<file path="src/rtl/btn_pkg.sv">
// Shared types and constants for the user-button conditioning path.
// Latency: n/a (definitions only).
// Backpressure: n/a (definitions only).
package btn_pkg;

  // Press classifier states.
  typedef enum logic [2:0] {
    IDLE,
    PRESS1,
    GAP,
    PRESS2,
    LONG,
    RST
  } btn_state_e;

  // Cycle constants for the 48 MHz board clock.
  localparam int unsigned DEF_DEBOUNCE_CYCLES = 480000;    // 10 ms
  localparam int unsigned DEF_LONG_CYCLES     = 24000000;  // 0.5 s
  localparam int unsigned DEF_RESET_CYCLES    = 96000000;  // 2 s
  localparam int unsigned DEF_DCLICK_CYCLES   = 12000000;  // 250 ms

  // Small set that keeps simulations short while preserving the ordering
  // LONG < RESET and a double-click window longer than the debounce time.
  localparam int unsigned SIM_DEBOUNCE_CYCLES = 4;
  localparam int unsigned SIM_LONG_CYCLES     = 20;
  localparam int unsigned SIM_RESET_CYCLES    = 40;
  localparam int unsigned SIM_DCLICK_CYCLES   = 10;

  // Width of a counter that must hold values 0..n-1; never narrower than 1 bit.
  function automatic int unsigned cnt_width(input int unsigned n);
    return (n > 1) ? $clog2(n) : 1;
  endfunction

endpackage

</file>
<file path="src/rtl/btn_conditioner_debounce.sv">
// Synchronizes the raw active-low pad and filters out bounces shorter than DEBOUNCE_CYCLES.
// Latency: 2 + DEBOUNCE_CYCLES cycles from pad edge to o_pressed.
// Backpressure: none; free-running filter, output is a level.
module btn_debounce
  import btn_pkg::*;
#(
  parameter int unsigned DEBOUNCE_CYCLES = DEF_DEBOUNCE_CYCLES
) (
  input  logic i_clk,
  input  logic i_rst_n,
  input  logic i_btn_n,
  output logic o_pressed
);

  localparam int unsigned CNT_W = cnt_width(DEBOUNCE_CYCLES);
  localparam logic [CNT_W-1:0] CNT_LAST = CNT_W'(DEBOUNCE_CYCLES - 1);

  logic             r_sync1;
  logic             r_sync2;
  logic             r_level;
  logic [CNT_W-1:0] r_cnt;
  logic             w_raw_pressed;

  // Two-flop synchronizer; resets to the released (high) pad level.
  always_ff @(posedge i_clk or negedge i_rst_n) begin
    if (!i_rst_n) begin
      r_sync1 <= 1'b1;
      r_sync2 <= 1'b1;
    end else begin
      r_sync1 <= i_btn_n;
      r_sync2 <= r_sync1;
    end
  end

  assign w_raw_pressed = ~r_sync2;

  // Accept a level change only after DEBOUNCE_CYCLES consecutive mismatching samples.
  always_ff @(posedge i_clk or negedge i_rst_n) begin
    if (!i_rst_n) begin
      r_cnt   <= '0;
      r_level <= 1'b0;
    end else if (w_raw_pressed == r_level) begin
      r_cnt <= '0;
    end else if (r_cnt == CNT_LAST) begin
      r_cnt   <= '0;
      r_level <= ~r_level;
    end else begin
      r_cnt <= r_cnt + 1'b1;
    end
  end

  // The debounced level register drives the output directly.
  assign o_pressed = r_level;

endmodule

</file>
<file path="src/rtl/btn_conditioner.sv">
// Turns the raw usr_btn pad into a debounced level plus short/double/long strobes and a reset request.
// Latency: level 2+DEBOUNCE_CYCLES; short DCLICK_CYCLES after release; double/long 1 cycle after decision.
// Backpressure: none; strobes are single-cycle and must be consumed when asserted.
module btn_conditioner
  import btn_pkg::*;
#(
  parameter int unsigned DEBOUNCE_CYCLES = DEF_DEBOUNCE_CYCLES,
  parameter int unsigned LONG_CYCLES     = DEF_LONG_CYCLES,
  parameter int unsigned RESET_CYCLES    = DEF_RESET_CYCLES,
  parameter int unsigned DCLICK_CYCLES   = DEF_DCLICK_CYCLES
) (
  input  logic clk48,
  input  logic rst_n,
  input  logic usr_btn,
  output logic btn_pressed,
  output logic short_pulse,
  output logic double_pulse,
  output logic long_pulse,
  output logic reset_req_n
);

  localparam int unsigned HOLD_W = $clog2(RESET_CYCLES + 1);
  localparam int unsigned GAP_W  = $clog2(DCLICK_CYCLES + 1);

  localparam logic [HOLD_W-1:0] HOLD_LONG = HOLD_W'(LONG_CYCLES - 1);
  localparam logic [HOLD_W-1:0] HOLD_RST  = HOLD_W'(RESET_CYCLES - 1);
  localparam logic [HOLD_W-1:0] HOLD_MAX  = HOLD_W'(RESET_CYCLES);
  localparam logic [GAP_W-1:0]  GAP_LAST  = GAP_W'(DCLICK_CYCLES - 1);

  btn_state_e        r_state;
  btn_state_e        w_state_nxt;
  logic [HOLD_W-1:0] r_hold;
  logic [GAP_W-1:0]  r_gap;
  logic              r_short;
  logic              r_double;
  logic              r_long;
  logic              r_reset_req_n;
  logic              w_short_nxt;
  logic              w_double_nxt;
  logic              w_long_nxt;
  logic              w_pressed;

  btn_debounce #(
    .DEBOUNCE_CYCLES(DEBOUNCE_CYCLES)
  ) u_debounce (
    .i_clk    (clk48),
    .i_rst_n  (rst_n),
    .i_btn_n  (usr_btn),
    .o_pressed(w_pressed)
  );

  // Hold counter: 0 in the first pressed cycle, saturates so long holds never wrap.
  always_ff @(posedge clk48 or negedge rst_n) begin
    if (!rst_n) begin
      r_hold <= '0;
    end else if (!w_pressed) begin
      r_hold <= '0;
    end else if (r_hold != HOLD_MAX) begin
      r_hold <= r_hold + 1'b1;
    end
  end

  // Gap counter: cycles since the debounced release (release cycle is 0); idle at 0 outside GAP.
  always_ff @(posedge clk48 or negedge rst_n) begin
    if (!rst_n) begin
      r_gap <= '0;
    end else if (w_state_nxt == GAP) begin
      r_gap <= r_gap + 1'b1;
    end else begin
      r_gap <= '0;
    end
  end

  // Classifier state register.
  always_ff @(posedge clk48 or negedge rst_n) begin
    if (!rst_n) begin
      r_state <= IDLE;
    end else begin
      r_state <= w_state_nxt;
    end
  end

  // Next-state and strobe decode. IDLE reacts to the pressed level, not an edge, so a press
  // that lands on the gap-expiry cycle is still picked up as a fresh PRESS1 one cycle later.
  always_comb begin
    w_state_nxt  = r_state;
    w_short_nxt  = 1'b0;
    w_double_nxt = 1'b0;
    w_long_nxt   = 1'b0;
    case (r_state)
      IDLE: begin
        if (w_pressed) w_state_nxt = PRESS1;
      end
      PRESS1: begin
        if (!w_pressed) begin
          w_state_nxt = GAP;
        end else if (r_hold == HOLD_LONG) begin
          w_long_nxt  = 1'b1;
          w_state_nxt = LONG;
        end
      end
      GAP: begin
        // Expiry wins over a coincident press.
        if (r_gap == GAP_LAST) begin
          w_short_nxt = 1'b1;
          w_state_nxt = IDLE;
        end else if (w_pressed) begin
          w_state_nxt = PRESS2;
        end
      end
      PRESS2: begin
        if (!w_pressed) begin
          w_double_nxt = 1'b1;
          w_state_nxt  = IDLE;
        end else if (r_hold == HOLD_LONG) begin
          // The first short press is dropped; this becomes a plain long press.
          w_long_nxt  = 1'b1;
          w_state_nxt = LONG;
        end
      end
      LONG: begin
        if (!w_pressed) begin
          w_state_nxt = IDLE;
        end else if (r_hold == HOLD_RST) begin
          w_state_nxt = RST;
        end
      end
      RST: begin
        if (!w_pressed) w_state_nxt = IDLE;
      end
      default: w_state_nxt = IDLE;
    endcase
  end

  // Registered strobes and reset request so downstream logic sees glitch-free outputs.
  always_ff @(posedge clk48 or negedge rst_n) begin
    if (!rst_n) begin
      r_short       <= 1'b0;
      r_double      <= 1'b0;
      r_long        <= 1'b0;
      r_reset_req_n <= 1'b1;
    end else begin
      r_short       <= w_short_nxt;
      r_double      <= w_double_nxt;
      r_long        <= w_long_nxt;
      r_reset_req_n <= (w_state_nxt != RST);
    end
  end

  assign btn_pressed  = w_pressed;
  assign short_pulse  = r_short;
  assign double_pulse = r_double;
  assign long_pulse   = r_long;
  assign reset_req_n  = r_reset_req_n;

endmodule

</file>
<file path="config.mk">
export PLATFORM = sky130hd
export DESIGN_NAME = btn_conditioner
export DESIGN_NICKNAME = d
export VERILOG_FILES = /design/src/rtl/btn_pkg.sv /design/src/rtl/btn_conditioner_debounce.sv /design/src/rtl/btn_conditioner.sv
export SDC_FILE = /design/constraint.sdc
export NUM_CORES = 1
export LEC_CHECK = 0
export BUFFER_PORTS_ARGS = -buffer_cell sky130_fd_sc_hd__buf_2
export CAP_MARGIN = 20
export CORE_ASPECT_RATIO = 1.25
export CORE_MARGIN = 3
export CORE_UTILIZATION = 35
export DETAILED_ROUTE_END_ITERATION = 7
export PLACE_DENSITY = 0.52
export RECOVER_POWER = 100
export SLEW_MARGIN = 20
export SYNTH_ARGS = -nofsm -noshare
export SYNTH_HDL_FRONTEND = slang
export SYNTH_SLANG_ARGS = --single-unit
</file>
<file path="constraint.sdc">
create_clock -name clk48 -period 2.9 [get_ports clk48]
set_clock_uncertainty 0.15 [all_clocks]
set_input_delay 0.145 -clock clk48 [delete_from_list [all_inputs] [get_ports clk48]]
set_output_delay 0.145 -clock clk48 [all_outputs]
set_load 0.02 [all_outputs]
</file>
==> reports/results.ini, run 1 <==
[worst_setup_path]
r2r_slack_ps = 210
worst_setup_path_start_kind = register
critPathMaxFanout = 25
required_ps = 2960
end_kind = register
critical_path_arrival_ps = 2750
crit_type = reg -> reg

[detailed_routing]
wire_per_inst_microns = 13.9
dr.pass1.iters = 4
vias_per_cell = 5.11
drc_errors = 0
dr.first_iter.drc_count = 95
vias = 2838
routed_wl_microns = 7730
ant_nets = 0

[finish]
syn2layout_area_growth_pct = 9.21
multiInputGateArea_sq_um = 1820
fillCellCount = 1119
final_nets = 422
ff_latch_area_sq_um = 2010
drive_above_1_share_pct = 7.38
num_antenna_cells = 0
final_util_pct = 39.4

[sta]
worstMarginPinSlew_ps = 2000
min_period_over_period_pct = 92.6
holdWs_ps = 206
setup-violations-final = 0
tns_ps = 0
drv_slew = 81
max_freq_mhz = 372
slew_headroom_pct = -33.4
timing.final.crit_period_ps = 2690
rsz0062_at_grt = no
hold_violations = 0

[clock_network]
clkLatencyLatePin_ps = 330
ctsResizeCount = 0
tritoncts = built
clock-sinks = 80
cts-root-buf = clkbuf_16
cts.path.max_buffers = 2
post_cts_buffers = 0
cts_hold_buf = 2
ctsHtreeMaxLevel = 3
cts_made_buffers = 9
clkTransAtPathRegs_ps = 60

[synthesis]
yosysWarningCount = 0
syn_area_sq_um = 4030
yosysTopAreaCellShare_pct = 47.8
synth.avg_cell_area_sq_um = 10.1
ys_seq_elements = 80
ys_top_cells_by_area = dfrtp_1, xor2_1, nor2_1
yosysTopAreaCell = dfrtp_1
synthCells = 401
seq_area_frac_synth_pct = 49.7
yosys.cell_types.count = 40
synth_nets = 408

[global_routing]
overflow = 0
first_global_vias = 2906
grt_util_met1_pct = 16.0
gr-usage-met3_pct = 2.22
grt-busiest-layer = met2
grt_pass1_wl_microns = 13300
met2_usage_pct = 21.0
antenna_found_initial = 0
grt_usage_pct = 12.9
grt_max_degree = 81

[job]
cap_violations = 1

[placement]
portBuffers = 7
place.gp.congestion = 0.805
dp_hpwl_microns = 5050

[die]
ioPinCount = 8
design.die.area_sq_um = 12900
start_util_pct = 36.0
fp.dieW_microns = 102
coreArea_sq_um = 11200
die_h_microns = 126
rows = 43

[power_and_ir_drop]
power.leakage_nw = 1.69
power_density_nw_per_um2 = 503
peakVddDrop_mv = 0.207
power_w = 0.00222

[min_path]
hp-class = reg -> reg

[run_status]
violations = capacitance limit, slew limit
status = finished, violations left

==> Yosys cell counts, drive strengths merged <==
library cell / n
inv: 7
a21oi: 6
nor4: 10
xor2: 39
a2bb2oi: 1
nor4b: 2
xnor2: 22
nand2: 27
clkinv: 1
nand4b: 2
or4: 3
or3: 4
nand4: 19
o32a: 1
nor3b: 3
nor3: 32
and2: 3
nand3: 25
or4b: 1
dfrtp: 77
or3b: 1
nor2b: 4
o21a: 1
ha: 4
or2: 3
o21ai: 5
clkbuf: 9
mux2i: 2
and4: 6
and3: 5
nand2b: 4
buf: 3
dfstp: 3
nand4bb: 1
nor2: 65
==> per-layer routing <==
metal,share of wire (%),wire (microns)
met1,46,3590
met3,2.0,154
met4,2.4,189
met5,0,0
met2,49,3790
==> cells by family after synthesis <==
group | synth area share (%)
and+or+nand+nor | 30.4
DFF | 49.7
xor gates and xnor gates | 13.2
buffers and inverters | 2.85
AOI/OAI and AO/OA | 2.05
adders and majority gates | 1.24
muxes | 0.496
==> final timing paths <==
check	startpoint	endpoint	cells after the start
max	r_hold[20]$_DFFE_PN0P_	r_gap[16]$_DFF_PN0_	7
min	u_debounce.r_sync1$_DFF_PN1_	u_debounce.r_sync2$_DFF_PN1_	0
max reg2reg	r_hold[20]$_DFFE_PN0P_	r_gap[16]$_DFF_PN0_	7
min reg2reg	u_debounce.r_sync1$_DFF_PN1_	u_debounce.r_sync2$_DFF_PN1_	0
max in group asynchronous	rst_n	r_gap[2]$_DFF_PN0_	2
min in group asynchronous	rst_n	u_debounce.r_cnt[7]$_DFF_PN0_	2
==> sequential cells by signal, indices dropped and copies added (netlist names) <==
| register | cells |
|---|---|
| r_state | 3 |
| reset_req_n | 1 |
| u_debounce.r_sync1 | 1 |
| short_pulse | 1 |
| r_gap | 24 |
| r_hold | 27 |
| u_debounce.r_sync2 | 1 |
| u_debounce.r_cnt | 19 |
| u_debounce.o_pressed | 1 |
| double_pulse | 1 |
| long_pulse | 1 |
==> placed cells by master, fill, tap and decap left out, drive strengths merged, types with 2 or more instances in the layout <==
| master | count |
|---|---|
| dfrtp | 77 |
| nor2 | 65 |
| xor2 | 39 |
| nor3 | 32 |
| nand2 | 27 |
| nand3 | 25 |
| xnor2 | 22 |
| clkbuf | 21 |
| nand4 | 19 |
| nor4 | 10 |
| inv | 7 |
| and4 | 6 |
| a21oi | 6 |
| and3 | 5 |
| o21ai | 5 |
| buf | 5 |
| nor2b | 4 |
| nand2b | 4 |
| or3 | 4 |
| ha | 4 |
| nor3b | 3 |
| dfstp | 3 |
| and2 | 3 |
| or4 | 3 |
| or2 | 3 |
| clkinv | 3 |
| nand4b | 2 |
| nor4b | 2 |
| mux2i | 2 |
| dlygate4sd3 | 2 |
==> report_power, final <==
group	internal, W	total, W	switching [W]
logic	0.00000688	0.0000361	0.0000293
clock network	0.000624	0.00106	0.000431
registers	0.00112	0.00113	0.00000308
==> area by class of cell <==
cell class	count	share of cell area [%]
Sequential cell	80	45.5
Multi-Input combinational cell	301	41.4
Clock buffer	13	5.91
Tap cell	135	3.84
Timing Repair Buffer	15	2.24
Inverter	8	0.682
Clock inverter	3	0.398
==> stage by stage <==
stage                     area [sq um]  setup slack (ps)  cells
after floorplan                   4030               293    401
after global placement            4220               190    537
after detailed placement          4220               178    537
after CTS                         4510               166    555
after global routing              4400               105    555
final                             4400               213    555
==> critical path, cell delays in order, from the launching register on <==
cell and delay (ps):
dfrtp_1 410, or4b_1 530, or4_1 410, or4_4 530
nor2_1 100, o32a_2 180, buf_12 170, nor3_1 70
Power figures use the tool's default switching activity.
==> inputs of run 2 (changes only) <==
- CTS_BUF_LIST: default -> sky130_fd_sc_hd__clkbuf_16
==> run 2 against run 1 <==
Effect of this change:
- the flow still finishes with violations (capacitance limit, slew limit)
- register-to-register slack barely moved
- utilization decreased by 0.18 points
- clock-buffer cell count is 4 lower
- first-iteration DRC count grew 3.2%
- sequential share of layout area rose by 0.21 points
==> reports/results.ini, run 2 (same netlist as run 1, synthesis figures left out) <==
[run_status]
status = finished, violations left
violations = capacitance limit, slew limit

[finish]
final_nets = 422
final_cell_mix = dfrtp_1, nor2_1, xor2_1
fillCellCount = 1120
syn2layout_area_growth_pct = 8.72
final_cells = 555
final_util_pct = 39.2
max_flop_register = r_hold
layout_commonest_cell = dfrtp_1
num_antenna_cells = 0
largest_register_ffs = 27
largestRegisters = r_hold: 27 flops, r_gap: 24 flops, u_debounce.r_cnt: 19 flops
drive_above_1_share_pct = 6.90

[global_routing]
grt_usage_pct = 13.0
grt_pass1_wl_microns = 13400
overflow = 0
grt_max_degree = 81
antenna_found_initial = 0
first_global_vias = 2903

[min_path]
min_from = u_debounce.r_sync1$_DFF_PN1_
min_path_cells = 0
hold_end = u_debounce.r_sync2$_DFF_PN1_
hp-class = reg -> reg

[clock_network]
tritoncts = built
ctsHtreeMaxLevel = 3
cts.path.max_buffers = 2
ctsResizeCount = 0
cts-root-buf = clkbuf_16
clkTransAtPathRegs_ps = 60
cts_made_buffers = 9
clkLatencyLatePin_ps = 330
post_cts_buffers = 0
clock-sinks = 80

[worst_setup_path]
r2r_end = r_gap[11]$_DFF_PN0_
required_ps = 2960
crit_type = reg -> reg
end_kind = register
r2r-start = r_hold[20]$_DFFE_PN0P_
ff2ff_path_depth = 7
critical_path_arrival_ps = 2750
critPathMaxFanout = 25
r2r_slack_ps = 210
worst_setup_path_start_kind = register

[power_and_ir_drop]
power.leakage_nw = 1.68
p_int_w = 0.00169
power_w = 0.00215
p_switching_w = 0.000455
clkPwrFrac_pct = 45.9
peakVddDrop_mv = 0.203
switching_share_pct = 21.2
power_density_nw_per_um2 = 490
seqPwrFrac_pct = 52.4
pwr-share-comb_pct = 1.7

[die]
coreArea_sq_um = 11200
rows = 43
start_util_pct = 36.0
design.die.area_sq_um = 12900
fp.dieW_microns = 102
ioPinCount = 8
die_h_microns = 126

[placement]
place.gp.congestion = 0.805
dp_cells = 537
portBuffers = 7
dp_hpwl_microns = 5050

[detailed_routing]
wire_per_inst_microns = 13.9
dr.pass1.iters = 4
routed_wl_microns = 7730
vias_per_cell = 5.10
drc_errors = 0
vias = 2830
ant_nets = 0
dr.first_iter.drc_count = 98

[sta]
min_period_over_period_pct = 92.8
drv_slew = 81
worstMarginPinSlew_ps = 1980
max_freq_mhz = 372
slew_headroom_pct = -32.3
setup-violations-final = 0
tns_ps = 0
timing.final.crit_period_ps = 2690
hold_violations = 0
rsz0062_at_grt = no

[job]
cap_violations = 1

[run 2: metrics by stage]
step | area, sq um | setup WS (ps) | hold WS, ps
after floorplan | 4030 | 293 | -301
after global placement | 4220 | 190 | 102
after detailed placement | 4220 | 178 | 106
after CTS | 4490 | 164 | 210
after global routing | 4380 | 106 | 218
final | 4380 | 209 | 207
[run 2: per-layer routing]
layer / vias to the layer above / part of all wire (%) / GRT usage [%]
met5: - / 0 / 0
met4: 0 / 2.6 / 7.26
met3: 13 / 2.3 / 2.22
met2: 27 / 49 / 21.0
met1: 1372 / 46 / 16.1
li1: 1418 / - / -
[run 2: worst max-delay path: stages (launching register included)]
cell and delay [ps]:
dfrtp_1 410, or4b_1 530, or4_1 410, or4_4 530
nor2_1 100, o32a_2 180, buf_12 170, nor3_1 80
[run 2: power by group through the flow]
| stage | sequential (W) | combinational, W | clock, W |
|---|---|---|---|
| after floorplan | 0.00115 | 0.0000105 | 0 |
| final | 0.00113 | 0.0000360 | 0.000986 |
| after global placement | 0.00115 | 0.0000370 | 0 |
| after CTS | 0.00113 | 0.0000394 | 0.00103 |
| after detailed placement | 0.00115 | 0.0000371 | 0 |
| after global routing | 0.00113 | 0.0000436 | 0.00107 |
[run 2: what timing repair did]
item / CTS / global route
hold buffers: 2 / 0
setup endpoints to repair: 0 / 0
endpoints found under the hold margin: 78 / 0
[run 2: worst max-delay path by stage]
stage / from / endpoint / cells after the start
after global routing: r_hold[23]$_DFFE_PN0P_ / r_gap[18]$_DFF_PN0_ / 7
after global placement: r_hold[20]$_DFFE_PN0P_ / r_gap[4]$_DFF_PN0_ / 7
final: r_hold[20]$_DFFE_PN0P_ / r_gap[11]$_DFF_PN0_ / 7
after floorplan: r_hold[20]$_DFFE_PN0P_ / r_gap[15]$_DFF_PN0_ / 8
after detailed placement: r_hold[20]$_DFFE_PN0P_ / r_gap[4]$_DFF_PN0_ / 7
after CTS: r_hold[20]$_DFFE_PN0P_ / r_gap[23]$_DFF_PN0_ / 7
[run 2: cell type report]
cell class / count / area, sq um / share of cell area [%]
Sequential cell: 80 / 2010 / 45.7
Multi-Input combinational cell: 301 / 1820 / 41.6
Clock buffer: 9 / 225 / 5.14
Tap cell: 135 / 169 / 3.85
Timing Repair Buffer: 15 / 98.8 / 2.25
Clock inverter: 7 / 32.5 / 0.742
Inverter: 8 / 30.0 / 0.685
==> inputs of run 3 (changes only) <==
- ABC_AREA: default -> 1
- PLACE_DENSITY: 0.52 -> 0.51
==> run 3 against run 2 <==
Effect of this change:
- the run now ends clean
- fmax rose by 14%
- sequential share of layout area fell by 6.0 points
- area after synthesis rose by 15%
- non-clock buffer count fell by 2
- combinational power rose by 1%
- critical path depth rose by 5
- hold slack got worse by 1.4 ps
- highest routed layer unchanged
- sequential power barely moved
- clock power rose by 27%
- largest power group is now clock
- first-iteration DRC count rose by 69%
- synthesized cell count rose by 44%
- global-route usage rose by 1.9 points
==> reports/results.ini, run 3 <==
[sta]
worstMarginPinSlew_ps = 1200
min_period_over_period_pct = 81.4
rsz0062_at_grt = no
tns_ps = 0
setup-violations-final = 0
max_freq_mhz = 424
slew_headroom_pct = 20.3
timing.final.ws_setup_ps = 540
holdWs_ps = 205
timing.final.crit_period_ps = 2360
hold_violations = 0
drv_slew = 0

[power_and_ir_drop]
p_int_w = 0.00189
clkPwrFrac_pct = 51.9
peakVddDrop_mv = 0.270
power.leakage_nw = 1.96
p_switching_w = 0.000521
power_density_nw_per_um2 = 478
seqPwrFrac_pct = 46.6
switching_share_pct = 21.6
pwr-share-comb_pct = 1.5
power_w = 0.00241

[min_path]
hp-class = reg -> reg
min_path_cells = 0
hold_end = u_debounce.r_sync2$_DFF_PN1_
min_from = u_debounce.r_sync1$_DFF_PN1_

[placement]
portBuffers = 7
place.gp.congestion = 0.894
dp_hpwl_microns = 7560
dp_slack_ps = 618

[finish]
final_cell_mix = nand2_1, nor2_1, dfrtp_1
final_util_pct = 39.4
multiInputGateArea_sq_um = 2140
ff_latch_area_sq_um = 2010
max_flop_register = r_hold
largestRegisters = r_hold: 27 flops, r_gap: 24 flops, u_debounce.r_cnt: 19 flops
final_nets = 602
fillCellCount = 1348
largest_register_ffs = 27
num_antenna_cells = 0
layout_commonest_cell = nand2_1
syn2layout_area_growth_pct = 8.78
drive_above_1_share_pct = 9.00

[die]
start_util_pct = 36.2
design.die.area_sq_um = 14700
fp.dieW_microns = 109
rows = 46
coreArea_sq_um = 12800
die_h_microns = 135
ioPinCount = 8

[worst_setup_path]
crit_top_cell = nand2_1
required_ps = 2980
r2r-start = r_hold[0]$_DFFE_PN0P_
crit_type = reg -> reg
critical_path_arrival_ps = 2440
slowest_stage = dfrtp_1
end_kind = register
critPathMaxFanout = 6
r2r_end = r_hold[22]$_DFFE_PN0P_
slowest_delay_ps = 440
cp_top_family = simple AND/OR/NAND/NOR gates
ff2ff_path_depth = 12
critPathBufInv = 1
r2r_slack_ps = 540
crit_path_cell_trace = ha_1, nand2_1, nor2_1, nand2_4, inv_2, nand2_1, nor2_2, nand2_1, nor2_1, nand2_1, o21ai_0, nor2_1
startpoint = r_hold[0]$_DFFE_PN0P_
worst_setup_path_start_kind = register

[global_routing]
grt_pass1_wl_microns = 17400
antenna_found_initial = 0
overflow = 0
grt_max_degree = 47
grt_usage_pct = 14.9
first_global_vias = 3674

[clock_network]
clkTransAtPathRegs_ps = 60
ctsHtreeMaxLevel = 3
clkLatencyLatePin_ps = 340
tritoncts = built
cts_made_buffers = 9
cts.path.max_buffers = 2
cts-root-buf = clkbuf_16
clock-sinks = 80

[synthesis]
ys.flop_type = dfrtp_1
syn_area_sq_um = 4640
synth.avg_cell_area_sq_um = 8.02
synth_nets = 586
ys_seq_elements = 80
yosysMostFrequentCell = nand2_1
yosys.cell_types.count = 35
synth_edf_count = 0
synth-async-reset-ratio_pct = 100
ys_top_cells_by_area = dfrtp_1, nand2_1, nor2_1
seq_area_frac_synth_pct = 43.2
yosysTopAreaCell = dfrtp_1
yosysTopAreaCellShare_pct = 41.5
synth_common_cells = nand2_1, nor2_1, dfrtp_1, inv_1, xor2_1
synthCells = 579
yosysWarningCount = 0

[job]
cap_violations = 0

[detailed_routing]
vias = 3680
dr.pass1.iters = 4
wire_per_inst_microns = 13.1
ant_nets = 0
routed_wl_microns = 10100
vias_per_cell = 4.79
dr.first_iter.drc_count = 166
drc_errors = 0

[run_status]
status = finished, final reports clean

run 3: cell types whose count changed after synthesis, sizes merged, moves of 5 or more:
| cell | delta |
|---|---|
| a21oi | +12 |
| and3 | -5 |
| and4 | -6 |
| clkbuf | -7 |
| inv | +68 |
| nand2 | +99 |
| nor2 | +57 |
| o21ai | +9 |
| xnor2 | -9 |
| xor2 | -12 |
run 3: cell families (layout without fill, tap and decap cells):
family	after synthesis	count (layout)	synth area share [%]
simple gates	337	337	36.5
xor+xnor	40	40	7.54
flops	80	80	43.2
compound gates	35	35	4.01
fa+ha+maj	4	4	1.08
buf+inv	83	104	7.68
run 3: cell type report:
class | instances | area share (%)
multi-input combinational | 416 | 42.3
sequential | 80 | 39.7
inverter | 75 | 5.62
clock buffer | 9 | 4.46
tap | 168 | 4.16
clock inverter | 7 | 2.06
timing repair buffer | 13 | 1.68
run 3: metrics by stage:
| step | cells | cell area, sq um |
|---|---|---|
| floorplan | 579 | 4640 |
| CTS | 768 | 5220 |
| global placement | 750 | 4870 |
| finish | 768 | 5050 |
| global route | 768 | 5050 |
| detailed placement | 750 | 4870 |
run 3: worst max-delay path by stage:
stage | endpoint | slack (ps) | depth (start not counted)
2_1_floorplan | r_gap[10]$_DFF_PN0_ | 1040 | 13
3_3_place_gp | r_gap[15]$_DFF_PN0_ | 650 | 13
3_5_place_dp | r_gap[20]$_DFF_PN0_ | 620 | 13
4_1_cts | r_gap[20]$_DFF_PN0_ | 600 | 13
5_1_grt | r_hold[22]$_DFFE_PN0P_ | 230 | 12
6_report | r_hold[22]$_DFFE_PN0P_ | 540 | 12
run 3: timing repair:
| action | in CTS | in global routing |
|---|---|---|
| hold buffers | 2 | 0 |
| resized for setup | 0 | 0 |
| hold endpoints to repair | 46 | 0 |
| setup buffers | 0 | 0 |
run 3: per-layer routing:
| layer | global-route usage (%) | vias to the layer above | wire length (microns) |
|---|---|---|---|
| met1 | 19.7 | 1739 | 4690 |
| met4 | 5.75 | 0 | 218 |
| met2 | 23.5 | 52 | 4880 |
| met3 | 3.59 | 16 | 309 |
| met5 | 0 | - | 0 |
| li1 | - | 1873 | - |
run 3: power by group through the flow:
stage / logic, W / registers [W] / clock network [W]
floorplan: 0.00000927 / 0.00115 / 0
global placement: 0.0000400 / 0.00115 / 0
detailed placement: 0.0000406 / 0.00115 / 0
CTS: 0.0000428 / 0.00112 / 0.00129
global route: 0.0000437 / 0.00112 / 0.00134
finish: 0.0000364 / 0.00112 / 0.00125
